==> config.mk <==
export PLATFORM = sky130hd
export DESIGN_NAME = axi_lite_rd_engine
export DESIGN_NICKNAME = d
export VERILOG_FILES = /design/src/rtl/dma_pkg.sv /design/src/rtl/axi_lite_rd_engine.sv
export SDC_FILE = /design/constraint.sdc
export NUM_CORES = 1
export LEC_CHECK = 0
export CAP_MARGIN = 20
export CORE_UTILIZATION = 40
export CTS_CLUSTER_SIZE = 14
export DETAILED_ROUTE_END_ITERATION = 16
export DONT_BUFFER_PORTS = 1
export GPL_TIMING_DRIVEN = 0
export HOLD_SLACK_MARGIN = 0.05
export PLACE_DENSITY = 0.53
export SLEW_MARGIN = 20
export SYNTH_ARGS = -nofsm -noshare
export SYNTH_HDL_FRONTEND = slang
export SYNTH_SLANG_ARGS = --single-unit
==> constraint.sdc <==
create_clock -name clk -period 2.55 [get_ports clk]
set_input_delay 0.51 -clock clk [delete_from_list [all_inputs] [get_ports clk]]
set_output_delay 0.51 -clock clk [all_outputs]
set_load 0.03 [all_outputs]
==> src/rtl/dma_pkg.sv <==
// Shared DMA definitions: read-engine state encoding and AXI4-Lite constants.
package dma_pkg;

    typedef enum logic [2:0] {
        RD_IDLE  = 3'd0,
        RD_ISSUE = 3'd1,
        RD_ADDR  = 3'd2,
        RD_DATA  = 3'd3,
        RD_DONE  = 3'd4
    } rd_state_t;

    localparam logic [1:0] AXI_RESP_OKAY   = 2'b00;
    localparam logic [1:0] AXI_RESP_EXOKAY = 2'b01;
    localparam logic [1:0] AXI_RESP_SLVERR = 2'b10;
    localparam logic [1:0] AXI_RESP_DECERR = 2'b11;

    localparam logic [2:0] AXI_PROT_DEFAULT = 3'b000;

    // Byte stride between consecutive single-beat reads.
    function automatic int unsigned bytes_per_beat(input int unsigned data_width);
        return data_width / 8;
    endfunction

endpackage

==> src/rtl/axi_lite_rd_engine.sv <==
// DMA read engine: turns an (address, word count) command into a sequence of
// single-outstanding AXI4-Lite reads and streams OKAY beats into the word FIFO.
module axi_lite_rd_engine
    import dma_pkg::*;
#(
    parameter int unsigned ADDR_WIDTH = 32,
    parameter int unsigned DATA_WIDTH = 32,
    parameter int unsigned LEN_WIDTH  = 16
) (
    input  logic                  clk,
    input  logic                  rst_n,
    // command
    input  logic                  cmd_valid,
    output logic                  cmd_ready,
    input  logic [ADDR_WIDTH-1:0] cmd_addr,
    input  logic [LEN_WIDTH-1:0]  cmd_len,
    // AXI4-Lite read master
    output logic [ADDR_WIDTH-1:0] m_araddr,
    output logic [2:0]            m_arprot,
    output logic                  m_arvalid,
    input  logic                  m_arready,
    input  logic [DATA_WIDTH-1:0] m_rdata,
    input  logic [1:0]            m_rresp,
    input  logic                  m_rvalid,
    output logic                  m_rready,
    // FIFO write port
    output logic                  fifo_w_en,
    output logic [DATA_WIDTH-1:0] fifo_wdata,
    input  logic                  fifo_full,
    // status
    output logic                  busy,
    output logic                  done,
    output logic                  err,
    output logic [LEN_WIDTH-1:0]  words_done
);

    localparam int unsigned           BEAT_BYTES  = bytes_per_beat(DATA_WIDTH);
    localparam logic [ADDR_WIDTH-1:0] ADDR_STRIDE = ADDR_WIDTH'(BEAT_BYTES);
    localparam logic [LEN_WIDTH-1:0]  LEN_ONE     = LEN_WIDTH'(1);

    rd_state_t             state_q, state_d;
    logic [ADDR_WIDTH-1:0] addr_q, addr_d;
    logic [LEN_WIDTH-1:0]  remaining_q, remaining_d;
    logic [LEN_WIDTH-1:0]  words_done_q, words_done_d;
    logic                  err_q, err_d;
    logic                  arvalid_q;
    logic                  rready_q;
    logic                  busy_q;
    logic                  cmd_ready_q;
    logic                  done_q;

    logic                  beat_fire;
    logic                  beat_ok;

    // Read-data handshake and response classification for the current beat.
    assign beat_fire = rready_q & m_rvalid;
    assign beat_ok   = (m_rresp == AXI_RESP_OKAY);

    // Next-state, address and counter update for one command.
    always_comb begin
        state_d      = state_q;
        addr_d       = addr_q;
        remaining_d  = remaining_q;
        words_done_d = words_done_q;
        err_d        = err_q;

        case (state_q)
            RD_IDLE: begin
                if (cmd_valid) begin
                    addr_d       = cmd_addr;
                    remaining_d  = cmd_len;
                    words_done_d = '0;
                    err_d        = 1'b0;
                    state_d      = (cmd_len == '0) ? RD_DONE : RD_ISSUE;
                end
            end
            RD_ISSUE: begin
                // Only fetch a beat once the FIFO has room for it.
                if (!fifo_full) begin
                    state_d = RD_ADDR;
                end
            end
            RD_ADDR: begin
                // arvalid is held regardless of fifo_full until accepted.
                if (m_arready) begin
                    state_d = RD_DATA;
                end
            end
            RD_DATA: begin
                if (beat_fire) begin
                    if (beat_ok) begin
                        words_done_d = words_done_q + LEN_ONE;
                        remaining_d  = remaining_q - LEN_ONE;
                        addr_d       = addr_q + ADDR_STRIDE;
                        state_d      = (remaining_q == LEN_ONE) ? RD_DONE : RD_ISSUE;
                    end else begin
                        err_d   = 1'b1;
                        state_d = RD_DONE;
                    end
                end
            end
            RD_DONE: begin
                state_d = RD_IDLE;
            end
            default: begin
                state_d = RD_IDLE;
            end
        endcase
    end

    // State, datapath and registered handshake/status outputs.
    always_ff @(posedge clk) begin
        if (!rst_n) begin
            state_q      <= RD_IDLE;
            addr_q       <= '0;
            remaining_q  <= '0;
            words_done_q <= '0;
            err_q        <= 1'b0;
            arvalid_q    <= 1'b0;
            rready_q     <= 1'b0;
            busy_q       <= 1'b0;
            cmd_ready_q  <= 1'b1;
            done_q       <= 1'b0;
        end else begin
            state_q      <= state_d;
            addr_q       <= addr_d;
            remaining_q  <= remaining_d;
            words_done_q <= words_done_d;
            err_q        <= err_d;
            arvalid_q    <= (state_d == RD_ADDR);
            rready_q     <= (state_d == RD_DATA);
            busy_q       <= (state_d != RD_IDLE);
            cmd_ready_q  <= (state_d == RD_IDLE);
            done_q       <= (state_q == RD_DONE);
        end
    end

    assign cmd_ready  = cmd_ready_q;
    assign m_araddr   = addr_q;
    assign m_arprot   = AXI_PROT_DEFAULT;
    assign m_arvalid  = arvalid_q;
    assign m_rready   = rready_q;
    // FIFO strobe follows the accepted OKAY beat in the same cycle.
    assign fifo_w_en  = beat_fire & beat_ok;
    assign fifo_wdata = m_rdata;
    assign busy       = busy_q;
    assign done       = done_q;
    assign err        = err_q;
    assign words_done = words_done_q;

endmodule

Yosys cells after proc, flatten, opt, wreduce, memory -nomap -nowiden
Index checks and enable logic that the tools add are counted.
Widths: inputs -> output; s select.
- $add $sub $neg: 3
- multipliers: 0
- divide/modulo/power cells: 0
- order comparisons: 0
- equality and inequality tests: 11
- shifts and indexed selects: 0
- multiplexer cells: 24
- bitwise operators: 2
- reductions and logical operators: 8
- operator list (operator ; count):
    $mux 16 ; 6
    $mux 32 ; 3
    $pmux 16 s2 ; 2
    $pmux 32 s2 ; 1
    $add 32x3->32 const B ; 1
    $mux 3 ; 7
    $add 16x1->16 const B ; 1
    $eq 16x1->1 const B ; 1
    $logic_not 16->1 ; 1
    $sub 16x1->16 const B ; 1
    $eq 3x2->1 const B ; 4
    $pmux 3 s4 ; 1
    $ne 2x2->1 const B ; 4
    $reduce_and 4->1 ; 2
    $logic_not 3->1 ; 2
    $eq 3x1->1 const B ; 1
    $eq 3x3->1 const B ; 1
    $mux 1 ; 3
    $reduce_bool 3->1 ; 1
    $and 1x1->1 ; 2
    $logic_not 2->1 ; 1
    $pmux 1 s2 ; 1
    $reduce_bool 2->1 ; 1
- bits in registers: 73
- bits in latches: 0
- RAM bits: 0
- bits in read-only memories: 0
- word-level logic and storage cells: 58
- memories: 0

Longest topological paths before layout
Gate-level depths: netlist of the first run.
- depth after elaboration: 6
- gate-level depth with buffers: 9
- depth with buffers taken out: 7

Worst setup path before layout of the first run
OpenSTA, ideal clock, no wires.
- path type: register -> register
- from: register addr_q[9] (netlist: m_araddr[9])
- to: register addr_q[31] (netlist: m_araddr[31])
- data arrival time: 2499 ps
- slack: -23 ps
- stages on the path, launching flop included: 7
- buffers on the path: 1
- period minus slack after synthesis: 2573 ps
- path through: dfxtp_1 nand4_2 or4_1 buf_2 or4_4 or4_1 a31oi_1
- word-level cells in the longest chain between the ends: 4
- RTL lines (item ; RTL line ; RTL):
    start: declaration ; axi_lite_rd_engine.sv:42 ; logic [ADDR_WIDTH-1:0] addr_q, addr_d;
    start signal: assignment ; axi_lite_rd_engine.sv:126 ; addr_q <= addr_d;
    $add 32x3->32 ; axi_lite_rd_engine.sv:94 ; addr_d = addr_q + ADDR_STRIDE;
    $mux 32 ; axi_lite_rd_engine.sv:91 ; if (beat_ok) begin
    $mux 32 ; axi_lite_rd_engine.sv:90 ; if (beat_fire) begin
    $pmux 32 s2 ; axi_lite_rd_engine.sv:67 ; case (state_q)
No other way between the ends. The select of a mux whose other input is x is not followed.
A chain may end at the register's enable or synchronous reset.

Worst setup path after layout of the first run
- from: register addr_q[22] (netlist: m_araddr[22])
- to: register addr_q[31] (netlist: m_araddr[31])
Same word-level chain as after synthesis.

==> run_results.csv, run 1 <==
group,metric,value,unit
die,dieArea,11150,um^2
synthesis,syn_avg_cell_area,7.614,um^2
min_path,hold-path-cell-count,2,
die,io_pins,178,
clock_network,cts.path.max_buffers,2,
timing,max_slew_margin,0.4949,
grt,grt_overflow,0,
clock_network,htree_levels,3,
grt,grt_pass1_wl,23600,um
cells_and_area,antenna-diode-count,0,
placement,dp.cells,702,
worst_setup_path,path_cells,"and3_1 > nand3_1 > or4_4 > or4_1 > a31oi_1",
synthesis,ys_warn_count,0,
clock_network,cts_made_buffers,9,
clock_network,clkTransAtPathRegs,0.08,ns
routing,ant_nets,0,
cells_and_area,stdcell_count,719,
timing,finalCritPeriodShare,0.9695,
synthesis,synth_top_area_frac,0.3403,
synthesis,ys_dominant_reg_cell,"dfxtp_1",
routing,viasPerCell,6.282,
clock_network,cts_num_sinks,73,
timing,clock_skew,0.01095,ns
routing,drt_iter0_drc,313,
timing,hold_violations,0,
placement,place_ws,-0.4992,ns
timing,setup_ws,0.07775,ns
timing,holdWs,0.2725,ns
cells_and_area,drive_gt1_frac,0.1732,
worst_setup_path,r2r_cells,5,
grt,antenna_found_initial,0,
clock_network,cts_root_buf,"clkbuf_8",
min_path,hold_end,"m_araddr[0]",
worst_setup_path,arrival,2.77,ns
worst_setup_path,worst-r2r-setup-slack,0.08,ns
worst_setup_path,slowest_delay,0.62,ns
grt,grt.total_usage,0.2792,
clock_network,clk_latency,0.36,ns
timing,drv_slew,0,
grt,grt_max_degree,12,
worst_setup_path,worstSetupStartpointType,"flip-flop",
routing,via_count,4517,
min_path,hold_start,"cmd_addr[0]",
synthesis,ys_ff_latch,73,
timing,tightest_slew,0.7576,ns
routing,dr.pass1.iters,5,
power,leakage,1.672,nW
run,cap_violations,0,
die,num_rows,37,
cells_and_area,most-common-layout-cells,"nand2_1 (61), dfxtp_1 (57), nor2_1 (50)",
timing,tns,0,ns
placement,place_congestion,0.8575,
synthesis,synth-async-reset-ratio,0,
power,pwr_density_cell,596.7,nW/um^2
worst_setup_path,worstReg2RegEnd,"m_araddr[31]",
synthesis,netlist_area,4294,um^2
die,die_h,105.6,um
worst_setup_path,path_buf_inv,0,
clock_network,hold_buffers,0,
worst_setup_path,path_max_fanout,5,
grt,grt_pass1_vias,4127,
timing,maxClockFrequency,404.5,MHz
routing,wl_per_cell,21.64,um
worst_setup_path,crit_family,"simple AND/OR/NAND/NOR gates",
worst_setup_path,r2r-start,"m_araddr[22]",
min_path,hp-class,"input port to flip-flop",
routing,wl,15560,um
worst_setup_path,path_class,"flip-flop to flip-flop",
die,start_util,0.4141,
synthesis,synth_cell_type_count,66,
worst_setup_path,crit_slowest_cell,"or4_4",
worst_setup_path,crit_required,2.85,ns
cells_and_area,final_nets,672,
timing,fin_crit,2.472,ns
die,coreArea,10370,um^2
power,p_total,0.002851,W
clock_network,cts_tree,"yes",
synthesis,synth_edf_count,0,
timing,rsz0062_at_grt,"no",
status,outcome,"completed",
cells_and_area,final_common_cell,"nand2_1",
die,die_w,105.6,um
synthesis,synth.area.top_cells,"dfxtp_1 (34%), buf_4 (6.1%), nand2_1 (5.3%), a21oi_1 (5.0%), nor2_1 (4.4%)",
synthesis,yosys.area.top_type,"dfxtp_1",
synthesis,netlist_instances,564,
routing,drc,0,
worst_setup_path,cp-end-kind,"flip-flop",
placement,detailed_place_hpwl,11130,um
timing,finalSetupViolCount,0,
placement,port_buffers,0,
power,vdd_drop_max,0.3497,mV
cells_and_area,area_growth,11.28,%
synthesis,ys_seq_area_frac,0.3403,
==> worst register-to-register path: cells and delay by family (launching register included) <==
family	cells	cell delay (ns)
AND/OR/NAND/NOR	4	1.67
flip-flops	1	0.58
AO/OA/AOI/OAI	1	0.16
==> worst max path at each step <==
stage               endpoint  slack, ns  depth (start not counted)         start
3_3_place_gp   words_done[8]      -0.57                          8    state_q[0]
4_1_cts         m_araddr[18]     -0.004                          6   m_araddr[2]
2_1_floorplan   m_araddr[31]       0.02                          6  m_araddr[10]
5_1_grt         m_araddr[31]       0.01                          6   m_araddr[9]
6_report        m_araddr[31]       0.08                          5  m_araddr[22]
3_5_place_dp    m_araddr[11]      -0.50                          6      m_rready
==> power by group <==
| group | switching (W) | internal [W] |
|---|---|---|
| Combinational | 0.000365 | 0.000199 |
| Clock | 0.000447 | 0.000392 |
| Sequential | 0.000227 | 0.00122 |
| Total | 0.00104 | 0.00181 |
==> timing repair <==
action,CTS,global route
setup endpoints to repair,61,57
buffers inserted,1,4
gates cloned,0,0
endpoints found under the hold margin,0,0
gates resized for setup,21,27
pin swaps,1,3
==> registers in the layout, summed over array words and instances, names as in the netlist <==
| name | cells |
|---|---|
| m_araddr | 32 |
| remaining_q | 16 |
| words_done | 16 |
| state_q | 3 |
| busy | 1 |
| cmd_ready | 1 |
| done | 1 |
| err | 1 |
| m_arvalid | 1 |
| m_rready | 1 |
==> cells in the mapped netlist, types with 10 or more instances <==
library cell,number
nor2_1,50
a21oi_1,43
nand3_1,23
inv_1,11
a31oi_1,10
dfxtp_1,73
clkbuf_1,29
buf_4,35
o21ai_0,36
nand2_1,61
nor4_1,18
nor3_1,24
==> kinds of logic after synthesis <==
kind of cell               synth area share
and+or+nand+nor                      0.2762
AOI/OAI and AO/OA                    0.2311
buffers and inverters                0.1087
DFF                                  0.3403
xor gates and xnor gates            0.02856
adders and majority gates           0.01166
other                             0.0008733
muxes                              0.002622
==> area by class of cell <==
cell class / instances / area (um^2)
fill: 1079 / 5592
multi-input combinational: 410 / 2419
sequential: 73 / 1506
buffer: 68 / 424.2
tap: 136 / 170.2
clock buffer: 11 / 151.4
inverter: 13 / 52.55
timing repair buffer: 5 / 37.54
clock inverter: 3 / 17.52
==> metal layers <==
metal	share of wire	global-route usage	vias up
met1	0.41	0.3513	2157
li1	-	-	2081
met5	0	0	-
met3	0.11	0.08844	21
met2	0.46	0.4577	258
met4	0.014	0.07937	0
==> metrics by stage <==
stage / util / cell area [um^2]
finish: 0.4608 / 4778
global route: 0.4608 / 4778
CTS: 0.4538 / 4706
detailed placement: 0.4324 / 4484
global placement: 0.4316 / 4476
floorplan: - / 4305
No activity file was read; power rests on OpenSTA's default activity.
==> run 2, diff against run 1 <==
==> constraint.sdc (replaced) <==
create_clock -name clk -period 2.55 [get_ports clk]
set_input_delay 0.255 -clock clk [delete_from_list [all_inputs] [get_ports clk]]
set_output_delay 0.255 -clock clk [all_outputs]
set_load 0.03 [all_outputs]
==> run 2 against run 1 <==
Core utilization rose by 0.39 points. Clock skew fell by 0.00051 ns. Via count rose by 0.33%. Largest cell class unchanged.
==> run_results.csv, run 2 (same netlist as run 1, synthesis figures left out) <==
group,metric,value,unit
status,outcome,"completed",
cells_and_area,area_growth,12.21,%
die,io_pins,178,
worst_setup_path,critPathMostFrequentCell,"or4_1",
worst_setup_path,arrival,2.76,ns
min_path,hold_start,"cmd_addr[2]",
routing,dr.pass1.iters,5,
grt,grt_pass1_vias,4139,
worst_setup_path,path_cells,"nand4_4 > or4_1 > buf_4 > or4_4 > or4_1 > a31oi_1",
cells_and_area,fillCellCount,1078,
cells_and_area,most-common-layout-cells,"nand2_1 (61), dfxtp_1 (57), nor2_1 (50)",
min_path,hp-class,"input port to flip-flop",
run,cap_violations,0,
worst_setup_path,path_class,"flip-flop to flip-flop",
die,num_rows,37,
worst_setup_path,slowest_delay,0.52,ns
clock_network,clkTransAtPathRegs,0.08,ns
clock_network,clk_latency,0.36,ns
timing,maxClockFrequency,405.0,MHz
timing,finalCritPeriodShare,0.9682,
grt,grt_max_degree,12,
cells_and_area,stdcell_count,723,
routing,drt_iter0_drc,309,
die,coreArea,10370,um^2
cells_and_area,finalInstanceArea,4818,um^2
clock_network,htree_levels,3,
timing,hold_violations,0,
worst_setup_path,crit_slowest_cell,"or4_4",
timing,tightest_slew,0.7670,ns
worst_setup_path,worstSetupStartpointType,"flip-flop",
routing,ant_nets,0,
placement,dp.cells,702,
clock_network,cts_tree,"yes",
routing,wl_per_cell,21.62,um
clock_network,cts_root_buf,"clkbuf_8",
grt,antenna_found_initial,0,
grt,grt.total_usage,0.2795,
routing,viasPerCell,6.268,
routing,wl,15630,um
placement,detailed_place_hpwl,11130,um
die,dieArea,11150,um^2
placement,placed_area,4484,um^2
timing,fin_crit,2.469,ns
grt,grt_overflow,0,
worst_setup_path,path_max_fanout,8,
worst_setup_path,r2r-start,"m_araddr[9]",
clock_network,cts_made_buffers,9,
timing,finalSetupViolCount,0,
cells_and_area,antenna-diode-count,0,
timing,clock_skew,0.01043,ns
timing,rsz0062_at_grt,"no",
worst_setup_path,cp-end-kind,"flip-flop",
cells_and_area,multi_input_area,2419,um^2
worst_setup_path,startpoint,"m_araddr[9]",
routing,via_count,4532,
die,start_util,0.4141,
cells_and_area,final_common_cell,"nand2_1",
power,pwr_density_cell,593.8,nW/um^2
power,leakage,1.689,nW
routing,drc,0,
die,die_h,105.6,um
placement,place_congestion,0.8575,
worst_setup_path,crit_required,2.85,ns
timing,drv_slew,0,
clock_network,cts.path.max_buffers,2,
cells_and_area,largest_reg_flops,32,
cells_and_area,final_nets,676,
clock_network,cts_num_sinks,73,
timing,holdWs,0.05585,ns
timing,max_slew_margin,0.4886,
cells_and_area,drive_gt1_frac,0.1721,
cells_and_area,ff_latch_area,1506,um^2
power,vdd_drop_max,0.3488,mV
placement,port_buffers,0,
die,die_w,105.6,um
grt,grt_pass1_wl,23650,um
run 2: cell count changes in the layout (fill, tap and decap cells not counted), sizes merged:
cell	change
dlygate4sd3	+4
run 2: path summary, 6_finish.rpt:
check / to / slack (ns) / cells after the start
worst min register to register: remaining_q[9] / 0.48 / 2
worst max-delay path: m_araddr[31] / 0.08 / 6
worst min-delay path: m_araddr[2] / 0.06 / 2
worst max register to register: m_araddr[31] / 0.08 / 6
run 2: critical path, delay by kind of cell (launching register included):
family | cells | cell delay [ns]
DFF | 1 | 0.46
buffers and inverters | 1 | 0.17
AOI/OAI and AO/OA | 1 | 0.16
and+or+nand+nor | 4 | 1.61
run 2: timing repair:
action,CTS,global route
resized for setup,21,27
setup endpoints to repair,61,57
pin swaps,1,3
hold buffers,4,0
hold endpoints to repair,4,0
setup buffers,1,4
run 2: layout make-up:
type / instances / share of cell area
inverters: 13 / 0.01091
flip-flops and latches: 73 / 0.3126
clock buffers: 11 / 0.03142
plain buffers: 68 / 0.08803
repair buffers: 9 / 0.01610
well taps: 136 / 0.03532
clock inverters: 3 / 0.003635
multi-input cells: 410 / 0.5019
run 2: through the flow:
step	setup TNS, ns	setup slack (ns)	utilization	total power (W)
3_5_place_dp	-14.43	-0.4992	0.4324	0.002006
3_3_place_gp	-17.06	-0.5684	0.4316	0.001998
6_report	0	0.08109	0.4646	0.002861
5_1_grt	0	0.01133	0.4646	0.002985
2_1_floorplan	0	0.01524	-	0.001842
4_1_cts	-0.004232	-0.004232	0.4577	0.002858
run 2: power by group:
part           internal [W]  switching [W]
combinational      0.000203       0.000366
sequential          0.00122       0.000227
clock              0.000393       0.000452
total               0.00182        0.00104
run 2: routing by layer:
metal  GRT usage  share of wire  up-vias
met1      0.3524           0.43     2165
met2      0.4586           0.46      256
met5           0              0        -
li1            -              -     2085
met4     0.07937          0.016        0
met3     0.08658          0.099       26
